--- config.mk ---
export PLATFORM = sky130hd
export DESIGN_NAME = redmule_tcdm_split
export DESIGN_NICKNAME = d
export VERILOG_FILES = /design/src/rtl/redmule_tcdm_split.sv
export SDC_FILE = /design/constraint.sdc
export NUM_CORES = 1
export LEC_CHECK = 0
export CORE_AREA = 8 8 277 279
export DETAILED_ROUTE_END_ITERATION = 12
export DIE_AREA = 0 0 285 287
export SLEW_MARGIN = 20
export SYNTH_ARGS = -nofsm -noshare
export SYNTH_HDL_FRONTEND = slang
export SYNTH_SLANG_ARGS = --single-unit
--- constraint.sdc ---
create_clock -name clk_i -period 5.85 [get_ports clk_i]
set_input_delay 0.8775 -clock clk_i [delete_from_list [all_inputs] [get_ports clk_i]]
set_output_delay 0.8775 -clock clk_i [all_outputs]
set_load 0.1 [all_outputs]
--- src/rtl/redmule_tcdm_split.sv ---
// Splits one wide RedMulE request into MP independently granted 32-bit TCDM requests.
// Per-port response FIFOs re-align the narrow responses into one wide beat, which is never backpressured.
module redmule_tcdm_split #(
    parameter int MP = 4,
    parameter int D  = 2
) (
    input  logic               clk_i,
    input  logic               rst_i,
    input  logic               clear_i,
    input  logic               req_i,
    output logic               gnt_o,
    input  logic [31:0]        add_i,
    input  logic               wen_i,
    input  logic [MP*4-1:0]    be_i,
    input  logic [MP*32-1:0]   data_i,
    output logic [MP*32-1:0]   r_data_o,
    output logic               r_valid_o,
    output logic [MP-1:0]      tcdm_req_o,
    input  logic [MP-1:0]      tcdm_gnt_i,
    output logic [MP*32-1:0]   tcdm_add_o,
    output logic [MP-1:0]      tcdm_wen_o,
    output logic [MP*4-1:0]    tcdm_be_o,
    output logic [MP*32-1:0]   tcdm_data_o,
    input  logic [MP*32-1:0]   tcdm_r_data_i,
    input  logic [MP-1:0]      tcdm_r_valid_i,
    output logic               busy_o,
    output logic               err_o
);

    localparam int CW  = $clog2(D + 1);
    localparam int CW1 = CW + 1;
    localparam int PW  = (D > 1) ? $clog2(D) : 1;

    logic          sclr;
    logic [MP-1:0] done_q;
    logic [CW-1:0] cnt_q;
    logic          err_q;
    logic          pop;
    logic          slot_free;
    logic [MP-1:0] not_empty;
    logic [MP-1:0] push;

    function automatic logic [PW-1:0] ptr_inc(input logic [PW-1:0] p);
        return (p == PW'(D - 1)) ? '0 : p + PW'(1);
    endfunction

    assign sclr      = rst_i | clear_i;
    assign pop       = &not_empty;
    assign r_valid_o = pop;

    // A pop retires a transaction this cycle, so its slot can be reused immediately.
    assign slot_free  = (cnt_q < CW'(D)) | pop;
    assign tcdm_req_o = {MP{req_i & slot_free}} & ~done_q;
    assign gnt_o      = req_i & slot_free & (&(done_q | tcdm_gnt_i));

    assign busy_o = req_i | (cnt_q != '0) | (|not_empty);
    assign err_o  = err_q;

    for (genvar ii = 0; ii < MP; ii++) begin : g_port
        logic [31:0]   mem_q [D];
        logic [PW-1:0] wr_ptr_q;
        logic [PW-1:0] rd_ptr_q;
        logic [CW-1:0] occ_q;
        logic [CW-1:0] occ_after;
        logic [CW:0]   limit;

        assign tcdm_add_o[32*ii +: 32]  = add_i + 32'(4 * ii);
        assign tcdm_wen_o[ii]           = wen_i;
        assign tcdm_be_o[4*ii +: 4]     = be_i[4*ii +: 4];
        assign tcdm_data_o[32*ii +: 32] = data_i[32*ii +: 32];

        assign not_empty[ii] = (occ_q != '0);
        assign occ_after     = occ_q - CW'(pop);
        // A port already granted for the wide request still pending owes one response not yet in cnt.
        assign limit         = {1'b0, cnt_q} + CW1'(done_q[ii]);
        assign push[ii]      = tcdm_r_valid_i[ii] & ({1'b0, occ_after} < limit);

        assign r_data_o[32*ii +: 32] = pop ? mem_q[rd_ptr_q] : 32'h0;

        always_ff @(posedge clk_i) begin
            if (push[ii] && !sclr) begin
                mem_q[wr_ptr_q] <= tcdm_r_data_i[32*ii +: 32];
            end
        end

        always_ff @(posedge clk_i) begin
            if (sclr) begin
                wr_ptr_q <= '0;
                rd_ptr_q <= '0;
                occ_q    <= '0;
            end else begin
                if (push[ii]) begin
                    wr_ptr_q <= ptr_inc(wr_ptr_q);
                end
                if (pop) begin
                    rd_ptr_q <= ptr_inc(rd_ptr_q);
                end
                occ_q <= occ_after + CW'(push[ii]);
            end
        end
    end

    always_ff @(posedge clk_i) begin
        if (sclr) begin
            done_q <= '0;
            cnt_q  <= '0;
            err_q  <= 1'b0;
        end else begin
            if (gnt_o) begin
                done_q <= '0;
            end else begin
                done_q <= done_q | (tcdm_req_o & tcdm_gnt_i);
            end
            if (gnt_o && !pop) begin
                cnt_q <= cnt_q + CW'(1);
            end else if (pop && !gnt_o) begin
                cnt_q <= cnt_q - CW'(1);
            end
            if (|(tcdm_r_valid_i & ~push)) begin
                err_q <= 1'b1;
            end
        end
    end

endmodule

==> results by group, run 1 <==
Die
  – Ports: roughly 730
  – Die height: around 290 um
  – Die span in x: roughly 290 um
  – Core ar.: a little over 0.07 mm2
  – Initial Utilization: 0.194
  – Cell row count: 99
  – Die area: 0.0818 mm2

Synthesis
  – Post-Synth Simple-Gate Area: 0.101
  – Ys flop type: edfxtp_1
  – Netlist cell types: 48
  – Area of the mapped netlist: between 0.01 and 0.015 mm2
  – Adder-Cell Fraction of Synth Area: 0.0223
  – Mean Syn Cell Area: about 12 um2
  – Number of synthesized flops with an enable pin: approximately 260
  – Largest family of logic cells by synthesized area: buffers and inverters
  – Ys async rst share: 0
  – Area fraction of the dominant cell type after synthesis: 0.548
  – Post-synthesis xor/xnor area fraction: 0.0624
  – Synth Area in Compound Gates: 0.0110
  – Syn Nets: roughly 1500
  – Multiplexer area fraction after synthesis: 0.0913
  – Post-Synthesis Cells: about 1100
  – Commonest cells post-synth: 256 x edfxtp_1, 194 x buf_4, 190 x nor2_1
  – Synth area leaders: edfxtp_1 55%, buf_4 10%, mux2i_1 9.1%
  – Sequential cell area fraction in the yosys report: 0.586
  – YS warnings: 0
  – Area leader, netlist: edfxtp_1
  – Dominant cell by count in the synthesized netlist: edfxtp_1
  – Register bit total from synthesis: 283

Drt
  – Initial drt markers: approximately 450
  – Post-DR vias/cell: 3.98
  – DRC: 0
  – Routed Antenna Nets: 0
  – Vias post-DR: around 9400
  – Drt wl/cell: roughly 27 um
  – First-pass detailed-route iteration total: 5
  – Drt total wl: 64.0 mm

Pwr
  – Switching share of power: 0.272
  – Pint: about 3.5 mW
  – P per Cell Area: 254 mW/mm2
  – Pwr Total: roughly 4.7 mW
  – Max VDD drop: approximately 260 uV
  – Clock power share: 0.377
  – Leak: between 6 and 7 nW
  – Reg power frac: 0.466
  – P_sw: roughly 1.3 mW
  – Comb pwr share: 0.156

STA
  – Final setup vio count: 0
  – Max-slew violations: 0
  – Final hold violation count: 0
  – Worst-Margin Slew: about 1.2 ns
  – RSZ-0062 raised after global routing: false
  – Min Tclk post-route: around 4.6 ns
  – Max Freq: about 0.22 GHz
  – Worst Skew: roughly 0.015 ns
  – Max transition margin: 0.219
  – Fin crit share: 0.792
  – Setup TNS: 0 ns

Worst setup path
  – Critical path's most frequent cell: clkdlybuf4s50_1
  – Element type at the critical path end: output port
  – WP buf/inv: 3
  – CP top delay family: buffers and inverters
  – R2r setup slk: about 1.9 ns
  – CP max FO: 10
  – Max incr delay on CP: between 1 and 1.5 ns
  – Critical path class: input pin to output port
  – Slowest-stage cell, CP: clkdlybuf4s50_1
  – Worst Path Required: between 4 and 5 ns
  – Critical path cell sequence: clkdlybuf4s50_1 -> inv_1 -> ha_1 -> a21oi_1 -> xnor2_1 -> clkdlybuf4s50_1
  – Critical path startpoint category: input pin
  – WP data arrival: approximately 3.8 ns

CTS
  – CTS sink count: 283
  – Post-CTS setup buffers: 0
  – # hold bufs at CTS: 0
  – CTS tree: built
  – Clock buffer depth: 3
  – TritonCTS Buffers: 28
  – CTS resizes: 0
  – Clock transition at path regs: ~0.060 ns
  – H-tree levels: 1
  – Clock Latency Late Sink: 0.55 ns
  – Root Driver: clkbuf_16

Min path
  – Hold WC Path Type: register to register

Global route
  – Global route overflow: 0
  – Initial antenna violation count: 6
  – Largest net degree at the start of global routing: 72
  – Vias in the first global route: 10100
  – First-pass GRT wire length: 85.3 mm
  – Gr usage total: 0.146

Outcome
  – Status: complete, no violations

Finish
  – Fillers: around 7600
  – Final net count: roughly 1700
  – Layout area overhead: 33.3%
  – Fin util: 0.259
  – Layout cells sized above 1: 0.122

Placement
  – Detailed Place HPWL: approximately 54 mm
  – GPL Wtd Cong: between 0.9 and 1
  – IO buf count: about 430

Job
  – Max Cap Violations: 0
==> logic make-up (layout without fill, tap and decap cells) <==
group,after synthesis,count (layout)
adder cells (fa/ha/maj),25,25
AO/OA/AOI/OAI,23,23
buffers and inverters,267,521
other,0,2
multiplexers,128,128
XOR/XNOR,100,100
flip-flops,283,283
AND/OR/NAND/NOR,312,312
==> routing by layer <==
layer	track usage	vias to the layer above	part of all wire
li1	-	4207	-
met4	0.0354	8	0.025
met5	0.00238	-	0.00084
met1	0.120	4446	0.29
met3	0.121	72	0.19
met2	0.265	634	0.50
==> final cells by class <==
cell class | count | area (um2) | share of cell area
multi-input cells | 588 | 4070 | 0.217
diodes | 2 | 5.00 | 0.000267
inverters | 22 | 82.6 | 0.00441
clock buffers | 38 | 790 | 0.0422
flip-flops and latches | 283 | 8230 | 0.440
well taps | 959 | 1200 | 0.0641
repair buffers | 447 | 4210 | 0.225
clock inverters | 14 | 130 | 0.00695
==> placed cells by master (no fill, tap or decap), drive strengths merged, types with 2 or more instances in the layout <==
cell,instances
nor3,6
and4,5
nor3b,2
o22ai,2
diode,2
or4,2
edfxtp,256
inv,24
clkinv,7
nor2b,4
and2,6
nand3,14
nor2,191
xnor2,59
mux2i,128
nand2b,3
dfxtp,27
ha,25
a21oi,10
clkbuf,38
nand4,16
o21a,2
and3,14
clkdlybuf4s50,340
o21bai,2
nand2,43
a21boi,3
bufinv,2
xor2,41
buf,107
or3,2
clkinvlp,3
==> registers in the layout (all words and copies together) (netlist names), named ones only <==
register and flops:
g_port.rd_ptr_q 4, cnt_q 2, g_port.occ_q 8, err_o 1, g_port.mem_q 256, done_q 4
g_port.wr_ptr_q 4
==> metrics by stage <==
| stage | cell area [um2] | std cells | hold WS [ns] | setup WS [ns] |
|---|---|---|---|---|
| 5_1_grt | 18700 | 2351 | 0.533 | 1.05 |
| 2_1_floorplan | 14000 | 1138 | 0.472 | 0.0508 |
| 4_1_cts | 18700 | 2351 | 0.507 | 1.18 |
| 3_5_place_dp | 17800 | 2299 | 0.488 | 1.22 |
| 6_report | 18700 | 2353 | 0.502 | 1.22 |
| 3_3_place_gp | 17800 | 2299 | 0.483 | 1.24 |
==> power groups by stage <==
| stage | Clock [mW] | Combinational [mW] | Sequential [mW] |
|---|---|---|---|
| floorplan | 0 | 0.983 | 2.26 |
| global placement | 0 | 0.740 | 2.26 |
| detailed placement | 0 | 0.744 | 2.26 |
| CTS | 1.86 | 0.746 | 2.21 |
| global route | 1.92 | 0.762 | 2.21 |
| finish | 1.79 | 0.743 | 2.21 |
==> worst min-delay path: stages, from the launching register on <==
cell	delay [ns]
dfxtp_1	0.32
xor2_1	0.08
nor2_1	0.07
==> final timing paths <==
| path | to | start | cells past startpoint |
|---|---|---|---|
| setup / recovery | tcdm_add_o[101] | add_i[3] | 6 |
| hold / removal | g_port[0].rd_ptr_q | g_port[0].rd_ptr_q | 2 |
| setup reg to reg | g_port[1].mem_q[0][18] | g_port[3].occ_q[1] | 11 |
| hold reg to reg | g_port[0].rd_ptr_q | g_port[0].rd_ptr_q | 2 |
Power figures use the tool's default switching activity.
==> inputs of run 2 (changes only) <==
--- a/config.mk
+++ b/config.mk
@@ -5,9 +5,9 @@
 export SDC_FILE = /design/constraint.sdc
 export NUM_CORES = 1
 export LEC_CHECK = 0
-export CORE_AREA = 8 8 277 279
+export CORE_AREA = 8 8 275 277
 export DETAILED_ROUTE_END_ITERATION = 12
-export DIE_AREA = 0 0 285 287
+export DIE_AREA = 0 0 283 285
 export SLEW_MARGIN = 20
 export SYNTH_ARGS = -nofsm -noshare
 export SYNTH_HDL_FRONTEND = slang
==> constraint.sdc (replaced) <==
create_clock -name clk_i -period 3.9 [get_ports clk_i]
set_input_delay 0.585 -clock clk_i [delete_from_list [all_inputs] [get_ports clk_i]]
set_output_delay 0.585 -clock clk_i [all_outputs]
set_load 0.1 [all_outputs]
==> run 2 against run 1 <==
Design area rose by 5.8%. Hold slack hardly changed. Clock power increased by 58%. Via count up 1.4%. Register-to-register slack got worse by 1.3 ns. Global-route usage up 0.34 points. Critical path type unchanged. Critical path depth rose by 2. Sequential share of layout area shrank 2.4 points.
==> results by group, run 2 (synthesis gave the netlist of run 1 again) <==
Finish
  – Finished Layout Cells: 2373 (+0.85%)
  – Max FFs per register: 256 (unchanged)
  – Commonest non-fill, non-tap cell in the layout: edfxtp_1
  – Layout cells sized above 1: 0.283 (+0.161)
  – Multi-input logic area: 0.00428 mm2 (+5.4%)
  – Final net count: 1742 (+1.8%)
  – Fin util: 0.279 (+0.0202)
  – Most frequent cells in the layout: 256 x edfxtp_1, 225 x buf_4, 188 x nor2_1, 170 x clkdlybuf4s50_1, 128 x mux2i_1
  – Top flop regs: g_port.mem_q: 256 flops, g_port.occ_q: 8 flops
  – Fillers: 7237 (-4.2%)
  – Design Area, Final: 0.0198 mm2 (+5.8%)
  – Register area: 0.00824 mm2 (about the same)
  – Top reg by flops: g_port.mem_q
  – Layout area overhead: 41.1%

Worst setup path
  – CP startpoint: add_i[4]
  – R2R Path Start: g_port[3].occ_q[1]
  – Crit Reg-Reg Endpoint: g_port[2].mem_q[1][13]
  – R2r setup slk: 0.58 ns (-1.30 ns)
  – Worst Path Required: 3.31 ns (-1.66 ns)
  – Element type at the critical path end: output port
  – WP data arrival: 3.06 ns (-0.69 ns)
  – CP max FO: 9 (-1)
  – Critical path cell sequence: clkdlybuf4s50_1 -> buf_4 -> and4_1 -> nand2b_4 -> nor2_1 -> nand2_1 -> xnor2_2 -> buf_12
  – Slowest-stage cell, CP: clkdlybuf4s50_1
  – Critical path startpoint category: input pin
  – Worst Setup EP: tcdm_add_o[116]
  – Worst r2r path cells: 12 (+1)
  – Max incr delay on CP: 0.58 ns (-0.58 ns)
  – Critical path class: input pin to output port

STA
  – Setup TNS: 0 ns (unchanged)
  – Final hold violation count: 0 (unchanged)
  – Max-slew violations: 0 (unchanged)
  – Max Freq: about 0.27 GHz
  – Final setup margin: 0.259 ns (-0.959 ns)
  – Fin crit share: 0.934
  – Min Tclk post-route: roughly 3.6 ns
  – Max transition margin: 0.274 (+0.0554)
  – RSZ-0062 raised after global routing: false
  – Final setup vio count: 0 (unchanged)
  – Hold WS: 0.502 ns (+0.000464 ns)
  – Worst-Margin Slew: 1.09 ns (-0.0794 ns)
  – Worst Skew: 0.0227 ns (+0.00772 ns)

CTS
  – TritonCTS Buffers: 28 (unchanged)
  – Clock Latency Late Sink: 0.55 ns (about the same)
  – CTS tree: built
  – CTS resizes: 0 (unchanged)
  – Root Driver: clkbuf_16
  – # hold bufs at CTS: 0 (unchanged)
  – Clock buffer depth: 3 (unchanged)
  – Post-CTS setup buffers: 0 (unchanged)
  – Clock transition at path regs: 0.06 ns (about the same)
  – H-tree levels: 1 (unchanged)
  – CTS sink count: 283 (unchanged)

Die
  – Ports: 729 (unchanged)
  – Core ar.: 0.0710 mm2 (-1.9%)
  – Die area: 0.0807 mm2 (-1.4%)
  – Cell row count: 98 (-1.0%)
  – Initial Utilization: 0.198 (+0.00367)
  – Die span in x: 283 um (-0.70%)
  – Die height: 285 um (-0.70%)

Drt
  – Drt total wl: 64.2 mm (+0.33%)
  – Vias post-DR: 9494 (+1.4%)
  – Initial drt markers: 517 (+16%)
  – Drt wl/cell: 27.1 um (-0.52%)
  – Post-DR vias/cell: 4.00 (+0.50%)
  – First-pass detailed-route iteration total: 5 (unchanged)
  – DRC: 0 (unchanged)
  – Routed Antenna Nets: 0 (unchanged)

Min path
  – Hold WC Path Type: register to register

Global route
  – Vias in the first global route: 10200 (+1.0%)
  – First-pass GRT wire length: 85.7 mm (+0.51%)
  – Largest net degree at the start of global routing: 82 (+14%)
  – Gr usage total: 0.150 (+0.00336)
  – Global route overflow: 0 (unchanged)
  – Initial antenna violation count: 7 (+1)

Placement
  – GPL Wtd Cong: 0.961 (+4.4%)
  – Detailed Place HPWL: 54.4 mm (+0.97%)
  – Dpl ws: 0.149 ns (-1.07 ns)
  – Placed inst area: 0.0188 mm2 (+5.9%)
  – Inst Count DP: 2320 (+0.91%)
  – IO buf count: 425 (unchanged)

Pwr
  – P per Cell Area: 375 mW/mm2 (+48%)
  – Max VDD drop: 294 uV (+13%)
  – Leak: 7.16 nW (+15%)
  – Pwr Total: 7.43 mW (+56%)

Job
  – Max Cap Violations: 0 (unchanged)

Outcome
  – Status: complete, no violations
[run 2: how the worst min path moves through the flow]
stage	end	slack [ns]	from	depth (start not counted)
3_5_place_dp	g_port[3].rd_ptr_q	0.49	g_port[3].rd_ptr_q	2
3_3_place_gp	register	0.48	g_port[1].rd_ptr_q	2
4_1_cts	register	0.51	g_port[2].rd_ptr_q	2
6_report	register	0.50	g_port[2].rd_ptr_q	2
5_1_grt	register	0.54	g_port[2].rd_ptr_q	2
2_1_floorplan	register	0.47	g_port[3].rd_ptr_q	2
[run 2: critical path, delay by kind of cell]
family        cells  cell delay (ns)
buf+inv           3             0.99
simple gates      4             1.22
xor+xnor          1             0.25
[run 2: layout make-up]
type | count | area share
sequential | 283 | 0.416
timing repair buffer | 477 | 0.254
multi-input combinational | 588 | 0.216
tap | 950 | 0.0600
clock buffer | 33 | 0.0384
clock inverter | 19 | 0.0105
inverter | 22 | 0.00436
antenna | 1 | 0.000126
[run 2: routing by layer]
| metal | global-route usage | share of wire |
|---|---|---|
| met5 | 0.00951 | 0.0018 |
| met4 | 0.0268 | 0.017 |
| met3 | 0.108 | 0.16 |
| met2 | 0.290 | 0.54 |
| met1 | 0.120 | 0.28 |
[run 2: report_power, final]
part	total, mW	switching (mW)	internal, mW	leakage, nW
clock	2.82	1.16	1.66	0.475
combinational	1.28	0.844	0.441	4.16
sequential	3.32	0.00662	3.31	2.52
total	7.43	2.01	5.42	7.16
==> patch 1: new RTL, flow settings as in run 1 <==
Change the parameter `D` from 2 to 1.
--- a/src/rtl/redmule_tcdm_split.sv
+++ b/src/rtl/redmule_tcdm_split.sv
@@ -4,3 +4,3 @@
     parameter int MP = 4,
-    parameter int D  = 2
+    parameter int D  = 1
 ) (
Behaviour: not the same (a bounded check fails within 4 cycles, from zero or initial values).
==> patch 1 against run 1 <==
Clock power down 44%. Sequential cell count shrank 145. Combinational power fell by 0.9%. Wire length decreased by 11%. Count of clock-buffer cells in the layout shrank 20. Synthesized cell count is 30% lower. Power shrank 40%. Worst setup slack lost 0.16 ns. Die area is the same. Core utilization fell by 8.2 points. Cell count shrank 15%. Cell area fell by 32%. Area after synthesis shrank 40%. Largest cell class is now buffers. Highest routed layer is now met4.
==> patch 1: results (changes against run 1) <==
metric,value,unit,change
most common library cells after synthesis,"192 x buf_4, 128 x and2_1, 128 x edfxtp_1",,
H-tree levels,4,,+3
Hold Slack,0.582,ns,+0.0802 ns
Hold Crit Endpoint,g_port[1].occ_q$_SDFF_PP0_,,
pre-CTS setup slack,1.03,ns,-0.187 ns
nets,1348,,-21%
Area contributors post-synth,"edfxtp_1 45%, buf_4 17%, and2_1 9.5%",,
initial antenna violation count,8,,+2
CTS Buf Count,17,,-39%
met2 wire len,31.1,mm,-3.5%
Cell Int Power,0.00184,W,-47%
GR Util met1,9.12,%,-2.9 points
drt first-iter violations,348,,-22%
share of cells above drive strength 1,13.3,%,+1.1 points
clock buffer depth,2,,-1
Clk power,0.00101,W,-44%
Cell variety after synth,40,,-17%
R2R setup slack,3.47,ns,+1.59 ns
Post-synth EDFFs,128,,-50%
run status,"finished, final reports clean",,
uppermost routed layer,met4,,
Hold Path Origin,g_port[1].occ_q$_SDFF_PP0_,,
Finished Layout Cells,1995,,-15%
worst setup path endpoint,tcdm_add_o[57],,
first-pass GRT wire length,73.5,mm,-14%
met2 usage in global routing,26.0,%,-0.52 points
syn_area_per_cell,10.6,µm²,-14%
setup ws final,1.06,ns,-0.158 ns
GR Layer Usage met3,8.77,%,-3.3 points
## patch 1: changes by cell type after synthesis, sizes merged, moves of 11 or more
cell,change
edfxtp,-128
ha,-16
and2,+122
dfxtp,-17
and3,-13
inv,-11
nor2,-158
buf,-16
mux2i,-128
xor2,-17
nor4,+11
nand4,+13
nand3,+12
## patch 1: final cells by class
| cell class | count | share of cell area, % |
|---|---|---|
| diodes | 1 | 0.0196 |
| clock buffers | 18 | 3.36 |
| clock inverters | 14 | 0.949 |
| inverters | 11 | 0.323 |
| multi-input cells | 414 | 21.7 |
| flip-flops and latches | 138 | 31.6 |
| well taps | 959 | 9.39 |
| repair buffers | 440 | 32.6 |
## patch 1: critical path, cell delays in order
cell,delay [ns]
clkdlybuf4s50_1,0.77
ha_1,0.38
nand3_2,0.19
nor4_4,0.73
nand3_1,0.19
xnor2_1,0.39
buf_4,0.37
## patch 1: kinds of logic after synthesis
family,synth area share [%]
flops,47.8
compound gates,2.35
fa+ha+maj,1.33
buf+inv,19.6
xor+xnor,8.70
simple gates,20.2
==> patch 2: new RTL, config.mk and constraints of run 1 <==
Made on the original files. Put one more register stage on the output `err_o`, without a reset. The value now appears one clock later. The other outputs are not delayed to match.
--- a/src/rtl/redmule_tcdm_split.sv
+++ b/src/rtl/redmule_tcdm_split.sv
@@ -56,3 +56,5 @@
     assign busy_o = req_i | (cnt_q != '0) | (|not_empty);
-    assign err_o  = err_q;
+    always_ff @(posedge clk_i) begin
+        err_o <= err_q;
+    end
 
Formal check against the unedited RTL: not equivalent (Yosys sat finds a counterexample within 4 cycles, from zero or initial values).
==> patch 2 against run 1 <==
Area after synthesis grew 0.14%. Core utilization fell by 0.20 points. Count of clock-buffer cells in the layout is 7 lower. Wire length decreased by 0.15%. Clock power is 12% lower. Worst setup slack got worse by 0.056 ns. Power fell by 4.5%. First-iteration DRC count up 10%. Sequential cell count increased by 1. Cell area decreased by 0.76%. Via count hardly changed. Largest power group unchanged.
==> patch 2: results (changes against run 1) <==
metric,value,unit,change
DP HPWL,54.0,mm,+0.18%
largest net degree at the start of global routing,81,,+13%
worst min-delay path category,reg -> reg,,
met2 wire len,32.9,mm,+2.1%
initial antenna violation count,11,,+5
first-pass GRT wire length,84.6,mm,-0.79%
vias in the first global route,10100,,+0.040%
Area contributors post-synth,"edfxtp_1 55%, buf_4 10%, mux2i_1 9.1%",,
Post-Syn Nets,1481,,+0.068%
CTS Buf Count,27,,-3.6%
share of cells above drive strength 1,11.6,%,-0.64 points
nets,1709,,-0.18%
Rel. slew slack,24.0,%,+2.2 points
Tot GR Track Use,14.6,%,-0.056 points
met1 WL,17.9,mm,-1.9%
Peak VDD IR,0.204,mV,-21%
final worst clock skew,0.0205,ns,+0.00550 ns
drt first-iter violations,492,,+10%
hold depth,0,,-2
sequential-to-total area share from yosys stat,58.7,%,+0.059 points
run status,"finished, final reports clean",,
drt total wl,63.9,mm,-0.15%
crit path max fanout,80,,+70
switching portion of total power,27.9,%,+0.69 points
CP max stage delay,1.22,ns,+0.06 ns
Filler cells,7579,,+0.36%
[patch 2: power groups by stage]
stage	clock network [W]	registers [W]	logic (W)
final	0.00157	0.00222	0.000739
after global routing	0.00171	0.00222	0.000758
after CTS	0.00163	0.00222	0.000743
after detailed placement	0	0.00227	0.000741
after global placement	0	0.00227	0.000736
after floorplan	0	0.00227	0.000983
[patch 2: worst paths after layout]
| path | from | endpoint |
|---|---|---|
| setup / recovery | g_port[3].occ_q[1]$_SDFF_PP0_ | r_data_o[90] |
| hold / removal | err_q$_SDFFE_PP0P_ | err_o$_DFF_P_ |
| setup reg to reg | g_port[3].occ_q[1]$_SDFF_PP0_ | g_port[2].mem_q[1][20]$_DFFE_PP_ |
| hold reg to reg | err_q$_SDFFE_PP0P_ | err_o$_DFF_P_ |
[patch 2: final cells by class]
class | instances | area share [%]
Clock inverter | 14 | 0.418
Multi-Input combinational cell | 588 | 21.9
Inverter | 22 | 0.445
Clock buffer | 31 | 3.72
Tap cell | 959 | 6.46
Sequential cell | 284 | 44.4
Antenna cell | 3 | 0.0404
Timing Repair Buffer | 444 | 22.6
[patch 2: logic make-up after synthesis]
family	Yosys count	synth area share, %
flip-flops	284	58.7
adder cells (fa/ha/maj)	25	2.23
XOR/XNOR	100	6.23
AND/OR/NAND/NOR	312	10.0
multiplexers	128	9.12
AO/OA/AOI/OAI	23	1.09
buffers and inverters	267	12.6
[patch 2: per-stage QoR]
stage	cell area [µm²]	instances	hold WS, ns	util (%)	power, W
detailed placement	17800	2297	0.348	24.6	0.00301
global placement	17800	2297	0.342	24.6	0.00300
floorplan	14100	1139	0.331	-	0.00325
global route	18600	2342	0.358	25.7	0.00469
CTS	18600	2342	0.354	25.7	0.00460
finish	18600	2345	0.352	25.7	0.00453
[patch 2: layer usage]
| layer | vias to the layer above | track usage (%) |
|---|---|---|
| li1 | 4191 | - |
| met2 | 690 | 27.1 |
| met3 | 76 | 11.9 |
| met5 | - | 0 |
| met4 | 8 | 2.55 |
| met1 | 4409 | 11.8 |
